`src/rtl/axil_pkg.sv`:
```
// rtl/axil_pkg.sv - shared types and constants for the AXI4-Lite master
// Purpose: FSM state encoding and AXI response codes used by axil_master
//          and by its verification bench.
// Ports:   none (package).
package axil_pkg;

   typedef enum logic [2:0] {
      IDLE  = 3'd0,
      WRITE = 3'd1,
      WRESP = 3'd2,
      READ  = 3'd3,
      RDATA = 3'd4,
      RSP   = 3'd5
   } state_t;

   localparam logic [1:0] OKAY   = 2'b00;
   localparam logic [1:0] EXOKAY = 2'b01;
   localparam logic [1:0] SLVERR = 2'b10;
   localparam logic [1:0] DECERR = 2'b11;

endpackage

```
`src/rtl/axil_master.sv`:
```
// rtl/axil_master.sv - single-outstanding AXI4-Lite master with command/response ports
// Purpose: accepts one read or write command at a time, runs it on the
//          AXI4-Lite bus and returns the completion on the response port.
// Ports:
//   m_axi_aclk, m_axi_areset        clock, synchronous active-high reset
//   cmd_valid/cmd_ready             command handshake
//   cmd_write/addr/wdata/wstrb      command payload (wdata/wstrb ignored for reads)
//   rsp_valid/rsp_ready             response handshake
//   rsp_write/rdata/resp            completion type, read data, BRESP/RRESP
//   m_axi_aw*/w*/b*/ar*/r*          AXI4-Lite master channels
// Every output is driven straight from a flop.
module axil_master
   import axil_pkg::*;
#(
   parameter int C_M_AXI_ADDR_WIDTH = 4
) (
   input  logic                          m_axi_aclk,
   input  logic                          m_axi_areset,
   input  logic                          cmd_valid,
   output logic                          cmd_ready,
   input  logic                          cmd_write,
   input  logic [C_M_AXI_ADDR_WIDTH-1:0] cmd_addr,
   input  logic [31:0]                   cmd_wdata,
   input  logic [3:0]                    cmd_wstrb,
   output logic                          rsp_valid,
   input  logic                          rsp_ready,
   output logic                          rsp_write,
   output logic [31:0]                   rsp_rdata,
   output logic [1:0]                    rsp_resp,
   output logic                          m_axi_awvalid,
   input  logic                          m_axi_awready,
   output logic [C_M_AXI_ADDR_WIDTH-1:0] m_axi_awaddr,
   output logic [2:0]                    m_axi_awprot,
   output logic                          m_axi_wvalid,
   input  logic                          m_axi_wready,
   output logic [31:0]                   m_axi_wdata,
   output logic [3:0]                    m_axi_wstrb,
   input  logic                          m_axi_bvalid,
   output logic                          m_axi_bready,
   input  logic [1:0]                    m_axi_bresp,
   output logic                          m_axi_arvalid,
   input  logic                          m_axi_arready,
   output logic [C_M_AXI_ADDR_WIDTH-1:0] m_axi_araddr,
   output logic [2:0]                    m_axi_arprot,
   input  logic                          m_axi_rvalid,
   output logic                          m_axi_rready,
   input  logic [31:0]                   m_axi_rdata,
   input  logic [1:0]                    m_axi_rresp
);

   state_t                          state_q, state_d;
   logic                            cmd_ready_d;
   logic                            awvalid_d, wvalid_d, arvalid_d;
   logic                            bready_d, rready_d;
   logic [C_M_AXI_ADDR_WIDTH-1:0]   awaddr_d, araddr_d;
   logic [31:0]                     wdata_d;
   logic [3:0]                      wstrb_d;
   logic                            rsp_valid_d, rsp_write_d;
   logic [31:0]                     rsp_rdata_d;
   logic [1:0]                      rsp_resp_d;

   assign m_axi_awprot = 3'b000;
   assign m_axi_arprot = 3'b000;

   // Next-state and next-output logic. Each output flop's next value is
   // computed here so that the flops hold exactly what the bus sees next cycle.
   always_comb begin
      state_d     = state_q;
      cmd_ready_d = 1'b0;
      awvalid_d   = m_axi_awvalid;
      wvalid_d    = m_axi_wvalid;
      arvalid_d   = m_axi_arvalid;
      bready_d    = 1'b0;
      rready_d    = 1'b0;
      awaddr_d    = m_axi_awaddr;
      araddr_d    = m_axi_araddr;
      wdata_d     = m_axi_wdata;
      wstrb_d     = m_axi_wstrb;
      rsp_valid_d = rsp_valid;
      rsp_write_d = rsp_write;
      rsp_rdata_d = rsp_rdata;
      rsp_resp_d  = rsp_resp;

      case (state_q)
         IDLE: begin
            if (cmd_valid && cmd_ready) begin
               if (cmd_write) begin
                  state_d   = WRITE;
                  awvalid_d = 1'b1;
                  wvalid_d  = 1'b1;
                  awaddr_d  = cmd_addr;
                  wdata_d   = cmd_wdata;
                  wstrb_d   = cmd_wstrb;
               end else begin
                  state_d   = READ;
                  arvalid_d = 1'b1;
                  araddr_d  = cmd_addr;
               end
            end else begin
               cmd_ready_d = 1'b1;
            end
         end

         WRITE: begin
            // AW and W complete independently; a channel whose valid is
            // already low has finished its handshake.
            if (m_axi_awvalid && m_axi_awready) awvalid_d = 1'b0;
            if (m_axi_wvalid && m_axi_wready)   wvalid_d  = 1'b0;
            if (!awvalid_d && !wvalid_d) begin
               state_d  = WRESP;
               bready_d = 1'b1;
            end
         end

         WRESP: begin
            bready_d = 1'b1;
            if (m_axi_bvalid && m_axi_bready) begin
               bready_d    = 1'b0;
               state_d     = RSP;
               rsp_valid_d = 1'b1;
               rsp_write_d = 1'b1;
               rsp_rdata_d = 32'h0;
               rsp_resp_d  = m_axi_bresp;
            end
         end

         READ: begin
            if (m_axi_arready) begin
               arvalid_d = 1'b0;
               state_d   = RDATA;
               rready_d  = 1'b1;
            end
         end

         RDATA: begin
            rready_d = 1'b1;
            if (m_axi_rvalid && m_axi_rready) begin
               rready_d    = 1'b0;
               state_d     = RSP;
               rsp_valid_d = 1'b1;
               rsp_write_d = 1'b0;
               rsp_rdata_d = m_axi_rdata;
               rsp_resp_d  = m_axi_rresp;
            end
         end

         RSP: begin
            if (rsp_ready) begin
               rsp_valid_d = 1'b0;
               state_d     = IDLE;
               cmd_ready_d = 1'b1;
            end
         end

         default: begin
            state_d = IDLE;
         end
      endcase
   end

   always_ff @(posedge m_axi_aclk) begin
      if (m_axi_areset) begin
         state_q       <= IDLE;
         cmd_ready     <= 1'b0;
         m_axi_awvalid <= 1'b0;
         m_axi_wvalid  <= 1'b0;
         m_axi_arvalid <= 1'b0;
         m_axi_bready  <= 1'b0;
         m_axi_rready  <= 1'b0;
         m_axi_awaddr  <= '0;
         m_axi_araddr  <= '0;
         m_axi_wdata   <= 32'h0;
         m_axi_wstrb   <= 4'h0;
         rsp_valid     <= 1'b0;
         rsp_write     <= 1'b0;
         rsp_rdata     <= 32'h0;
         rsp_resp      <= OKAY;
      end else begin
         state_q       <= state_d;
         cmd_ready     <= cmd_ready_d;
         m_axi_awvalid <= awvalid_d;
         m_axi_wvalid  <= wvalid_d;
         m_axi_arvalid <= arvalid_d;
         m_axi_bready  <= bready_d;
         m_axi_rready  <= rready_d;
         m_axi_awaddr  <= awaddr_d;
         m_axi_araddr  <= araddr_d;
         m_axi_wdata   <= wdata_d;
         m_axi_wstrb   <= wstrb_d;
         rsp_valid     <= rsp_valid_d;
         rsp_write     <= rsp_write_d;
         rsp_rdata     <= rsp_rdata_d;
         rsp_resp      <= rsp_resp_d;
      end
   end

endmodule

```
`config.mk`:
```
export PLATFORM = sky130hd
export DESIGN_NAME = axil_master
export DESIGN_NICKNAME = d
export VERILOG_FILES = /design/src/rtl/axil_pkg.sv /design/src/rtl/axil_master.sv
export SDC_FILE = /design/constraint.sdc
export NUM_CORES = 1
export LEC_CHECK = 0
export ABC_AREA = 1
export BUFFER_PORTS_ARGS = -buffer_cell sky130_fd_sc_hd__buf_2
export CAP_MARGIN = 20
export CORE_MARGIN = 2
export CORE_UTILIZATION = 49
export DETAILED_ROUTE_END_ITERATION = 6
export GPL_ROUTABILITY_DRIVEN = 1
export GPL_TIMING_DRIVEN = 0
export PLACE_DENSITY = 0.85
export SYNTH_ARGS = -nofsm -noshare
export SYNTH_HDL_FRONTEND = slang
export SYNTH_SLANG_ARGS = --single-unit
export TNS_END_PERCENT = 5
```
`constraint.sdc`:
```
create_clock -name m_axi_aclk -period 3.48 [get_ports m_axi_aclk]
set_input_delay 0.174 -clock m_axi_aclk [delete_from_list [all_inputs] [get_ports m_axi_aclk]]
set_output_delay 0.174 -clock m_axi_aclk [all_outputs]
set_load 0.05 [all_outputs]
```
### After elaboration in Yosys (flattened, before gate mapping)

Cells that the tools add are included.

| cells by class | value |
|---|---|
| reduce and logical (&&, ||, !) cells | 20 |
| bitwise logic cells | 1 |
| muxes and demuxes | 41 |
| equality and inequality tests | 13 |

Operators with widths:

| operator | number |
|---|---|
| two-way mux 32 bit | 2 |
| case mux 32 bit (2 select lines) | 1 |
| two-way mux 1 bit | 19 |
| two-way mux 3 bit | 6 |
| case mux 3 bit (6 select lines) | 1 |
| != test 2 bit (second input constant) | 8 |
| case mux 1 bit (2 select lines) | 7 |
| AND reduction 3 bit | 4 |
| AND reduction 4 bit | 2 |
| equality test 3 x 2 -> 1 bit (second input constant) | 2 |
| equality test 3 bit (second input constant) | 2 |
| logical AND 1 bit | 6 |
| two-way mux 2 bit | 3 |
| AND reduction 6 bit | 1 |
| nonzero test 2 bit | 3 |
| case mux 2 bit (2 select lines) | 1 |
| equality test 3 x 1 -> 1 bit (second input constant) | 1 |
| zero test 3 bit | 1 |
| case mux 1 bit (3 select lines) | 1 |
| nonzero test 3 bit | 1 |
| zero test 1 bit | 2 |
| NOT 1 bit | 1 |

| word-level totals | value |
|---|---|
| register bits after elaboration | 89 |
| output and inout port bits | 92 |
| bits of input ports | 86 |
| logic and storage cells | 90 |

### Logic depth before layout (Yosys ltp)

Gate-level depths: netlist of the first run.

| logic depth | value |
|---|---|
| depth in word-level cells | 7 |
| mapped depth | 11 |
| mapped depth without buffers | 9 |

### Worst setup path before layout of the first run

No wires, ideal clock.

| timing path | value |
|---|---|
| kind | reg-to-reg |
| start | register m_axi_rready |
| end | register rsp_rdata[16] |
| data arrival time | 1439 ps |
| required time | 3352 ps |
| stages on the path, launching flop included | 10 |
| slack | 1914 ps |
| cells stage by stage | dfxtp_1 -> nand2_1 -> nand3_1 -> nand3_2 -> inv_2 -> buf_6 -> buf_6 -> nand2_1 -> o21ai_1 -> nor2_1 |

| between the ends | value |
|---|---|
| longest elaborated chain between the ends | 3 |

RTL lines:

| what | RTL line | RTL |
|---|---|---|
| start, declared | axil_master.sv:46 | `output logic m_axi_rready,` |
| start signal, assigned | axil_master.sv:185 | `m_axi_rready <= rready_d;` |
| logical AND 1 bit | axil_master.sv:137 | `if (m_axi_rvalid && m_axi_rready) begin` |
| != test 2 bit (no line) | -- |  |
| AND reduction 3 bit (no line) | -- |  |
| end signal, assigned | axil_master.sv:192 | `rsp_rdata <= rsp_rdata_d;` |
| end, declared | axil_master.sv:28 | `output logic [31:0] rsp_rdata,` |

No other way between the ends.
A chain may end at the register's enable or synchronous reset.

### Worst setup path after layout of the first run

| timing path | value |
|---|---|
| start | register state_q[0] |
| end | register rsp_rdata[2] |

| between the ends | value |
|---|---|
| longest elaborated chain between the ends | 3 |
| elaborated cells between the ends (all ways) | 7 |

RTL lines:

| what | RTL line | RTL |
|---|---|---|
| start, declared | axil_master.sv:51 | `state_t state_q, state_d;` |
| start signal, assigned | axil_master.sv:179 | `state_q <= state_d;` |
| equality test 3 bit or equality test 3 x 2 -> 1 bit (tied branches) | axil_master.sv:84 | `case (state_q)` |
| != test 2 bit (no line) or nonzero test 2 bit (tied branches) | -- |  |
| AND reduction 3 bit (no line) | -- |  |

Several ways; a longest one is shown, not always the timed one.

==> results_tabular.tex, run 1 <==
\begin{tabular}{lr}
\hline
Metric & Value \\
\hline
\multicolumn{2}{l}{\textbf{Status}} \\
\quad Result of the run & complete, no violations \\
\multicolumn{2}{l}{\textbf{Power and ir drop}} \\
\quad Power per cell area & 934 nW/um\^{}2 \\
\quad Worst VDD drop & 0.000438 V \\
\quad Total power draw & 4.42 mW \\
\quad Leakage Power & 2.32 nW \\
\multicolumn{2}{l}{\textbf{STA}} \\
\quad Sum of negative setup slack & 0 ps \\
\quad Period utilization & 48.1\% \\
\quad Max frequency & 0.597 GHz \\
\quad Post-layout minimum cycle time & 1680 ps \\
\quad Hold WS & 53.9 ps \\
\quad Total setup violations reported at the end of the flow & 0 \\
\quad Endpoints failing hold & 0 \\
\quad Clock tree skew after final layout & 12.8 ps \\
\quad Setup repair after global routing missed its margin & no \\
\quad Total count of max-transition violations in the final report & 0 \\
\multicolumn{2}{l}{\textbf{Logic synthesis}} \\
\quad Yosys top cell by area & sky130\_fd\_sc\_hd\_\_dfxtp\_1 \\
\quad Share of cell area taken by muxes after synthesis & 0\% \\
\quad Post-synthesis share of cell area spent on xor and xnor gates & 0\% \\
\quad Cell with the most instances after synthesis & sky130\_fd\_sc\_hd\_\_nor2\_1 \\
\quad Arithmetic-cell share of the synthesized area counting full adders, half adders and majority gates & 0\% \\
\quad Primary FF master, synth & sky130\_fd\_sc\_hd\_\_dfxtp\_1 \\
\quad Simple-gate portion of the synthesized area & 28.6\% \\
\quad Count of synthesis-stage warnings from yosys & 0 \\
\quad Post-synth top area share & 50.9\% \\
\quad Count of state elements after synthesis & 89 \\
\quad Leading post-synthesis cells by instance count & 133 x sky130\_fd\_sc\_hd\_\_nor2\_1, 89 x sky130\_fd\_sc\_hd\_\_dfxtp\_1, 64 x sky130\_fd\_sc\_hd\_\_nand2\_1 \\
\quad Number of enable-type register cells in the synthesized netlist & 0 \\
\quad Share of async-settable or async-resettable flops after synthesis & 0\% \\
\quad Proportion of synthesized chip area in sequential cells & 50.9\% \\
\quad Count of mapped cells out of synthesis & 475 \\
\quad Largest cells by area after synthesis & sky130\_fd\_sc\_hd\_\_dfxtp\_1 51\%, sky130\_fd\_sc\_hd\_\_nor2\_1 14\%, sky130\_fd\_sc\_hd\_\_nand2\_1 6.9\%, sky130\_fd\_sc\_hd\_\_o21ai\_0 6.7\%, sky130\_fd\_sc\_hd\_\_nand3\_1 5.6\% \\
\quad Summed instance area of the synthesized netlist & 3500 um\^{}2 \\
\quad Share of the synthesized area in compound gates (AO/OA/AOI/OAI) & 12.8\% \\
\quad Distinct cells, synth & 23 \\
\quad Combinational family with the most area after synthesis & simple AND/OR/NAND/NOR gates \\
\quad Mean post-synth cell area & 7.38 um\^{}2 \\
\multicolumn{2}{l}{\textbf{Clocking}} \\
\quad Post-CTS repair timing setup buffer count & 0 \\
\quad PostCTS Resize Cnt & 0 \\
\quad Clk Latency, worst-skew pair & 360 ps \\
\quad Htree depth & 3 \\
\quad CTS tree & done \\
\quad Sink count of the clock tree & 89 \\
\quad Clock-pin slew reported for the worst setup and hold paths after clock tree synthesis & 90 ps \\
\quad Buffers from clock root to sink, at most & 2 \\
\quad CTS buffer count & 9 \\
\quad CTS root buf & sky130\_fd\_sc\_hd\_\_clkbuf\_8 \\
\quad Number of hold buffers added after CTS & 0 \\
\multicolumn{2}{l}{\textbf{Worst setup path}} \\
\quad Worst path top cell family by delay & flip-flops \\
\quad Critical path capture point type & flop \\
\quad Length in cells of the worst reg-to-reg path & 9 \\
\quad Origin of the critical flop-to-flop path & state\_q[0]\$\_SDFFE\_PP0P\_ \\
\quad Number of buffer and inverter stages on the critical path & 3 \\
\quad Worst flop-to-flop path endpoint & rsp\_rdata[2]\$\_SDFFE\_PP0P\_ \\
\quad Data arrival time of the worst path & 1910 ps \\
\quad Worst setup slack for register-to-register paths & 1800 ps \\
\quad Critical path type & flop to flop \\
\quad Critical path origin & state\_q[0]\$\_SDFFE\_PP0P\_ \\
\quad Required time at the endpoint of the critical path & 3720 ps \\
\quad Crit path top cell by count & sky130\_fd\_sc\_hd\_\_buf\_6 \\
\quad Nature of the critical path startpoint & flop \\
\quad Peak per-stage delay on the critical path & 510 ps \\
\quad Cell type of the slowest stage on the worst timing path & sky130\_fd\_sc\_hd\_\_dfxtp\_1 \\
\quad Cell-by-cell trace of the critical path & nor2\_4 > nand3\_1 > nand3\_2 > inv\_2 > buf\_6 > buf\_6 > nand2\_1 > o21ai\_1 > nor2\_1 \\
\quad Maximum fanout count along the critical path & 10 \\
\multicolumn{2}{l}{\textbf{Floorplan}} \\
\quad Die area & 7840 um\^{}2 \\
\quad Effective utilization at floorplan & 51.0\% \\
\quad Ports & 178 \\
\quad X dimension of the die & 88.6 um \\
\quad Floorplan row count & 30 \\
\quad Placeable Area & 6870 um\^{}2 \\
\quad Height of the die & 88.6 um \\
\multicolumn{2}{l}{\textbf{Global routing}} \\
\quad Via count of the first global-routing pass & 3346 \\
\quad Initial antenna violation count & 0 \\
\quad Global Route Usage Sum & 24.5\% \\
\quad Pin count of the biggest net entering global routing & 15 \\
\quad Global-route wire length before repair & 15.0 mm \\
\quad Grt total ovfl & 0 \\
\multicolumn{2}{l}{\textbf{Job}} \\
\quad Number of max-cap violations & 0 \\
\multicolumn{2}{l}{\textbf{Hold path}} \\
\quad Hold path startpoint & cmd\_wdata[11] \\
\quad Hold Path Sink & m\_axi\_wdata[11]\$\_SDFFE\_PP0P\_ \\
\quad Min-Delay Path Class & input port to flop \\
\quad Worst Hold Path Cells & 3 \\
\multicolumn{2}{l}{\textbf{Drt}} \\
\quad Post-Route WL & 9.68 mm \\
\quad Per-cell routed wire length & 12.7 um \\
\quad Remaining design rule violation count & 0 \\
\quad Total number of vias & 3735 \\
\quad Antenna Violating Nets Remaining & 0 \\
\quad Drt via density & 4.90 \\
\quad First-pass iteration count of the detailed router & 5 \\
\quad Number of DRC markers after the initial detailed-route iteration & 172 \\
\multicolumn{2}{l}{\textbf{Layout}} \\
\quad Nets & 747 \\
\quad Number of inserted diodes & 0 \\
\quad Final instance area & 4730 um\^{}2 \\
\quad Fraction of layout instances using a drive strength above 1 & 32.4\% \\
\quad Filler cell count & 638 \\
\quad Final core utilization & 68.9\% \\
\quad Synth-to-Final Area Change & 35.1\% \\
\multicolumn{2}{l}{\textbf{Placement}} \\
\quad Port Buf Inserts & 170 \\
\quad Area of placed instances & 4490 um\^{}2 \\
\quad Final estimated routing congestion in global placement & 0.819 \\
\quad Half-perimeter wire length after placement & 7.09 mm \\
\hline
\end{tabular}
-- layer usage --
layer / track usage, % / share of wire (%) / vias up
met5: 0 / 0 / -
met4: 13.2 / 3.3 / 0
met3: 3.82 / 5.7 / 30
met2: 41.6 / 50 / 150
met1: 29.9 / 41 / 1662
li1: - / - / 1893
-- cells by family after synthesis --
logic type / Yosys count
simple gates: 245
buf+inv: 52
other cells: 1
compound gates: 88
flops: 89
-- flip-flops by register name, summed over array words and instances (netlist names) --
signal	cells
m_axi_rready	1
cmd_ready	1
state_q	3
rsp_rdata	32
m_axi_wdata	32
m_axi_wstrb	4
m_axi_awvalid	1
m_axi_arvalid	1
m_axi_bready	1
rsp_resp	2
rsp_valid	1
rsp_write	1
m_axi_araddr	4
m_axi_awaddr	4
m_axi_wvalid	1
-- worst max-delay path by stage --
stage | to | slack (ps) | cells past startpoint
2_1_floorplan | rsp_rdata[16]$_SDFFE_PP0P_ | 1910 | 9
3_3_place_gp | rsp_rdata[17]$_SDFFE_PP0P_ | 1920 | 9
3_5_place_dp | m_axi_wdata[20]$_SDFFE_PP0P_ | 1890 | 6
4_1_cts | rsp_rdata[2]$_SDFFE_PP0P_ | 1840 | 10
5_1_grt | rsp_rdata[2]$_SDFFE_PP0P_ | 1650 | 10
6_report | rsp_rdata[2]$_SDFFE_PP0P_ | 1800 | 9
-- placed cells by master (no fill, tap or decap), drive strengths merged --
| master | Yosys | routed |
|---|---|---|
| inv | 11 | 11 |
| nand3 | 41 | 41 |
| nand2 | 65 | 65 |
| dfxtp | 89 | 89 |
| buf | 24 | 194 |
| nand4 | 3 | 3 |
| bufinv | 0 | 2 |
| clkinv | 1 | 3 |
| conb | 1 | 6 |
| o21bai | 1 | 1 |
| nor2 | 135 | 135 |
| clkbuf | 16 | 28 |
| a211oi | 2 | 2 |
| nor3 | 1 | 1 |
| a21oi | 8 | 8 |
| o21ai | 77 | 77 |
-- worst register-to-register path: stages, from the launching register on --
cell	delay, ps
sky130_fd_sc_hd__dfxtp_1	510
sky130_fd_sc_hd__nor2_4	90
sky130_fd_sc_hd__nand3_1	140
sky130_fd_sc_hd__nand3_2	140
sky130_fd_sc_hd__inv_2	120
sky130_fd_sc_hd__buf_6	150
sky130_fd_sc_hd__buf_6	140
sky130_fd_sc_hd__nand2_1	70
sky130_fd_sc_hd__o21ai_1	130
sky130_fd_sc_hd__nor2_1	70
-- power by group --
part | switching (mW) | internal [mW]
clock network | 0.357 | 0.463
registers | 0.137 | 1.27
logic | 1.62 | 0.573
-- through the flow --
stage                     setup WS [ps]  std cells
after global placement             1920        746
final                              1800        762
after global routing               1650        762
after detailed placement           1890        746
after floorplan                    1910        480
after CTS                          1840        762
-- layout make-up --
cell class                 count  area, um^2  share of cell area, %
sequential                    89        1780                   37.7
multi-input combinational    339        1470                   31.1
timing repair buffer         170         851                   18.0
buffer                        40         223                   4.71
clock buffer                  12         165                   3.49
tap                           96         120                   2.54
clock inverter                 4        73.8                   1.56
inverter                      12        45.0                  0.952
(Power assumes the default switching activity.)
==> run 2: changes to the inputs <==
--- a/config.mk
+++ b/config.mk
@@ -9,11 +9,11 @@
 export BUFFER_PORTS_ARGS = -buffer_cell sky130_fd_sc_hd__buf_2
 export CAP_MARGIN = 20
 export CORE_MARGIN = 2
-export CORE_UTILIZATION = 49
+export CORE_UTILIZATION = 41
 export DETAILED_ROUTE_END_ITERATION = 6
 export GPL_ROUTABILITY_DRIVEN = 1
 export GPL_TIMING_DRIVEN = 0
-export PLACE_DENSITY = 0.85
+export PLACE_DENSITY = 0.76
 export SYNTH_ARGS = -nofsm -noshare
 export SYNTH_HDL_FRONTEND = slang
 export SYNTH_SLANG_ARGS = --single-unit
==> constraint.sdc (replaced) <==
create_clock -name m_axi_aclk -period 1.51 [get_ports m_axi_aclk]
set_input_delay 0.0755 -clock m_axi_aclk [delete_from_list [all_inputs] [get_ports m_axi_aclk]]
set_output_delay 0.0755 -clock m_axi_aclk [all_outputs]
set_load 0.05 [all_outputs]
==> run 2 against run 1 <==
Net effect: flip-flop and latch count unchanged; combinational power rose to 2.5 times the previous value; count of clock-buffer cells in the layout unchanged; worst hold slack worse by 53 ps; fmax up 10%; the run now ends with negative setup slack left.
==> results_tabular.tex, run 2 (synthesis gave the netlist of run 1 again) <==
\begin{tabular}{lr}
\hline
Metric & Value \\
\hline
\multicolumn{2}{l}{\textbf{Status}} \\
\quad Result of the run & complete, but fails checks (was complete, no violations) \\
\quad Failing checks & negative setup slack \\
\multicolumn{2}{l}{\textbf{Power and ir drop}} \\
\quad Leakage Power & 2.52 nW (was 2.32 nW) \\
\quad Power per cell area & 1960 nW/um\^{}2 (was 934 nW/um\^{}2) \\
\quad Worst VDD drop & 0.000958 V (was 0.000438 V) \\
\multicolumn{2}{l}{\textbf{STA}} \\
\quad Setup repair after global routing missed its margin & yes (was no) \\
\quad Period utilization & 101\% (was 48.1\%) \\
\quad Total count of max-transition violations in the final report & 0 (unchanged) \\
\quad Slew margin rel. & 65.8\% \\
\quad Minimum setup slack in the final design & -11.1 ps (was 1800 ps) \\
\quad Clock tree skew after final layout & 15.0 ps (was 12.8 ps) \\
\quad Tightest Pin Transition & 512 ps \\
\quad Hold WS & 1.12 ps (was 53.9 ps) \\
\quad Max frequency & 0.657 GHz (was 0.597 GHz) \\
\quad Total setup violations reported at the end of the flow & 2 (was 0) \\
\quad Post-layout minimum cycle time & 1520 ps (was 1680 ps) \\
\quad Endpoints failing hold & 0 (unchanged) \\
\multicolumn{2}{l}{\textbf{Worst setup path}} \\
\quad Maximum fanout count along the critical path & 10 (unchanged) \\
\quad Cell type of the slowest stage on the worst timing path & sky130\_fd\_sc\_hd\_\_dfxtp\_4 (was sky130\_fd\_sc\_hd\_\_dfxtp\_1) \\
\quad Crit path top cell by count & sky130\_fd\_sc\_hd\_\_buf\_4 (was sky130\_fd\_sc\_hd\_\_buf\_6) \\
\quad Peak per-stage delay on the critical path & 380 ps (was 510 ps) \\
\quad Cell-by-cell trace of the critical path & nor2\_4 > buf\_4 > nand4\_1 > buf\_4 > clkbuf\_2 > o21ai\_0 > nor2\_1 (was nor2\_4 > nand3\_1 > nand3\_2 > inv\_2 > buf\_6 > buf\_6 > nand2\_1 > o21ai\_1 > nor2\_1) \\
\quad Worst flop-to-flop path endpoint & m\_axi\_wdata[4]\$\_SDFFE\_PP0P\_ (was rsp\_rdata[2]\$\_SDFFE\_PP0P\_) \\
\quad Required time at the endpoint of the critical path & 1740 ps (was 3720 ps) \\
\quad Origin of the critical flop-to-flop path & state\_q[1]\$\_SDFFE\_PP0P\_ (was state\_q[0]\$\_SDFFE\_PP0P\_) \\
\quad Critical path capture point type & flop (unchanged) \\
\quad Critical path type & flop to flop (unchanged) \\
\quad Nature of the critical path startpoint & flop (unchanged) \\
\quad Data arrival time of the worst path & 1750 ps (was 1910 ps) \\
\quad Worst setup slack for register-to-register paths & -10 ps (was 1800 ps) \\
\quad Length in cells of the worst reg-to-reg path & 7 (was 9) \\
\multicolumn{2}{l}{\textbf{Floorplan}} \\
\quad Die area & 9300 um\^{}2 (was 7840 um\^{}2) \\
\quad Effective utilization at floorplan & 42.4\% (was 51.0\%) \\
\quad Placeable Area & 8260 um\^{}2 (was 6870 um\^{}2) \\
\quad Height of the die & 96.4 um (was 88.6 um) \\
\quad X dimension of the die & 96.4 um (was 88.6 um) \\
\quad Ports & 178 (unchanged) \\
\quad Floorplan row count & 33 (was 30) \\
\multicolumn{2}{l}{\textbf{Hold path}} \\
\quad Hold Path Sink & m\_axi\_wdata[5]\$\_SDFFE\_PP0P\_ (was m\_axi\_wdata[11]\$\_SDFFE\_PP0P\_) \\
\quad Min-Delay Path Class & input port to flop (unchanged) \\
\quad Hold path startpoint & cmd\_wdata[5] (was cmd\_wdata[11]) \\
\quad Worst Hold Path Cells & 3 (unchanged) \\
\multicolumn{2}{l}{\textbf{Drt}} \\
\quad Remaining design rule violation count & 0 (unchanged) \\
\quad Post-Route WL & 10.9 mm (was 9.68 mm) \\
\quad Total number of vias & 3984 (was 3735) \\
\quad Per-cell routed wire length & 13.3 um (was 12.7 um) \\
\quad First-pass iteration count of the detailed router & 4 (was 5) \\
\quad Number of DRC markers after the initial detailed-route iteration & 156 (was 172) \\
\quad Antenna Violating Nets Remaining & 0 (unchanged) \\
\quad Drt via density & 4.88 (was 4.90) \\
\multicolumn{2}{l}{\textbf{Clocking}} \\
\quad Clk Latency, worst-skew pair & 350 ps (was 360 ps) \\
\quad Htree depth & 3 (unchanged) \\
\quad Clock-pin slew reported for the worst setup and hold paths after clock tree synthesis & 90 ps (about the same) \\
\quad CTS buffer count & 9 (unchanged) \\
\quad Sink count of the clock tree & 89 (unchanged) \\
\quad CTS root buf & sky130\_fd\_sc\_hd\_\_clkbuf\_8 (unchanged) \\
\quad Buffers from clock root to sink, at most & 2 (unchanged) \\
\quad CTS tree & done (unchanged) \\
\multicolumn{2}{l}{\textbf{Global routing}} \\
\quad Pin count of the biggest net entering global routing & 15 (unchanged) \\
\quad Global-route wire length before repair & 16.0 mm (was 15.0 mm) \\
\quad Via count of the first global-routing pass & 3484 (was 3346) \\
\quad Global Route Usage Sum & 22.2\% (was 24.5\%) \\
\quad Initial antenna violation count & 0 (unchanged) \\
\quad Grt total ovfl & 0 (unchanged) \\
\multicolumn{2}{l}{\textbf{Layout}} \\
\quad Synth-to-Final Area Change & 49.5\% (was 35.1\%) \\
\quad Nets & 793 (was 747) \\
\quad Number of inserted diodes & 0 (unchanged) \\
\quad Fraction of layout instances using a drive strength above 1 & 34.0\% (was 32.4\%) \\
\quad Commonest cells after routing, fill and taps aside & 180 x sky130\_fd\_sc\_hd\_\_buf\_2, 131 x sky130\_fd\_sc\_hd\_\_nor2\_1, 85 x sky130\_fd\_sc\_hd\_\_dfxtp\_1 (was 183 x sky130\_fd\_sc\_hd\_\_buf\_2, 133 x sky130\_fd\_sc\_hd\_\_nor2\_1, 89 x sky130\_fd\_sc\_hd\_\_dfxtp\_1) \\
\quad Commonest non-fill, non-tap cell in the layout & sky130\_fd\_sc\_hd\_\_buf\_2 (unchanged) \\
\quad Final core utilization & 63.4\% (was 68.9\%) \\
\quad Leading registers by flop count & m\_axi\_wdata (32), rsp\_rdata (32) (unchanged) \\
\multicolumn{2}{l}{\textbf{Placement}} \\
\quad Half-perimeter wire length after placement & 7.41 mm (was 7.09 mm) \\
\quad Final estimated routing congestion in global placement & 0.803 (was 0.819) \\
\quad Port Buf Inserts & 170 (unchanged) \\
\multicolumn{2}{l}{\textbf{Job}} \\
\quad Number of max-cap violations & 0 (unchanged) \\
\hline
\end{tabular}
==> run 2: cell types whose count changed in the layout (fill, tap and decap cells not counted), moves of 5 or more <==
cell / before / now
sky130_fd_sc_hd__dlygate4sd3_1: 0 / 37
sky130_fd_sc_hd__o21ai_0: 47 / 22
sky130_fd_sc_hd__buf_4: 7 / 19
sky130_fd_sc_hd__clkbuf_1: 16 / 11
sky130_fd_sc_hd__o21ai_1: 30 / 53
==> run 2: area by class of cell <==
class | count | area [um^2]
timing repair buffer | 216 | 1310
tap | 105 | 131
buffer | 40 | 254
sequential | 89 | 1790
fill | 724 | 3020
clock inverter | 4 | 27.5
multi-input combinational | 339 | 1520
inverter | 12 | 51.3
clock buffer | 12 | 155
==> run 2: worst max-delay path by stage <==
stage	end	startpoint	slack, ps	cells after the start
finish	m_axi_wdata[4]$_SDFFE_PP0P_	state_q[1]$_SDFFE_PP0P_	-10	7
global route	rsp_rdata[31]$_SDFFE_PP0P_	state_q[1]$_SDFFE_PP0P_	-100	8
CTS	rsp_rdata[31]$_SDFFE_PP0P_	state_q[0]$_SDFFE_PP0P_	4	8
detailed placement	rsp_rdata[8]$_SDFFE_PP0P_	state_q[2]$_SDFFE_PP0P_	-100	11
global placement	rsp_rdata[20]$_SDFFE_PP0P_	state_q[0]$_SDFFE_PP0P_	-80	10
floorplan	m_axi_wdata[0]$_SDFFE_PP0P_	cmd_ready$_SDFF_PP0_	30	7
==> run 2: critical path, delay by kind of cell, from the launching register on <==
kind	cells	cell delay, ps
and+or+nand+nor	3	340
AOI/OAI and AO/OA	1	200
DFF	1	380
buffers and inverters	3	480
==> run 2: what timing repair did <==
action | in CTS | in global routing
gates resized for setup | 11 | 60
setup endpoints to repair | 76 | 81
gates cloned | 1 | 1
hold buffers | 36 | 1
endpoints found under the hold margin | 39 | 1
pin swaps | 0 | 4
buffers inserted | 1 | 6
==> run 2: routing by layer <==
metal	wire [um]	GRT usage [%]
met5	0	0
met4	408	12.3
met3	538	3.72
met2	5330	38.5
met1	4610	25.9
==> run 2: through the flow <==
step	setup WS (ps)	setup TNS, ps	instances	area (um^2)	power (mW)
3_5_place_dp	-104	-2840	755	4510	8.30
3_3_place_gp	-77.3	-1700	755	4510	8.21
6_report	-11.1	-15.6	817	5240	10.3
2_1_floorplan	33.1	0	480	3520	7.14
5_1_grt	-95.9	-2430	817	5240	10.9
4_1_cts	3.93	0	809	5090	10.0
==> run 2: power breakdown <==
part	internal, mW	switching, mW
combinational	1.64	3.86
sequential	2.95	0.329
clock	0.687	0.827
total	5.27	5.02
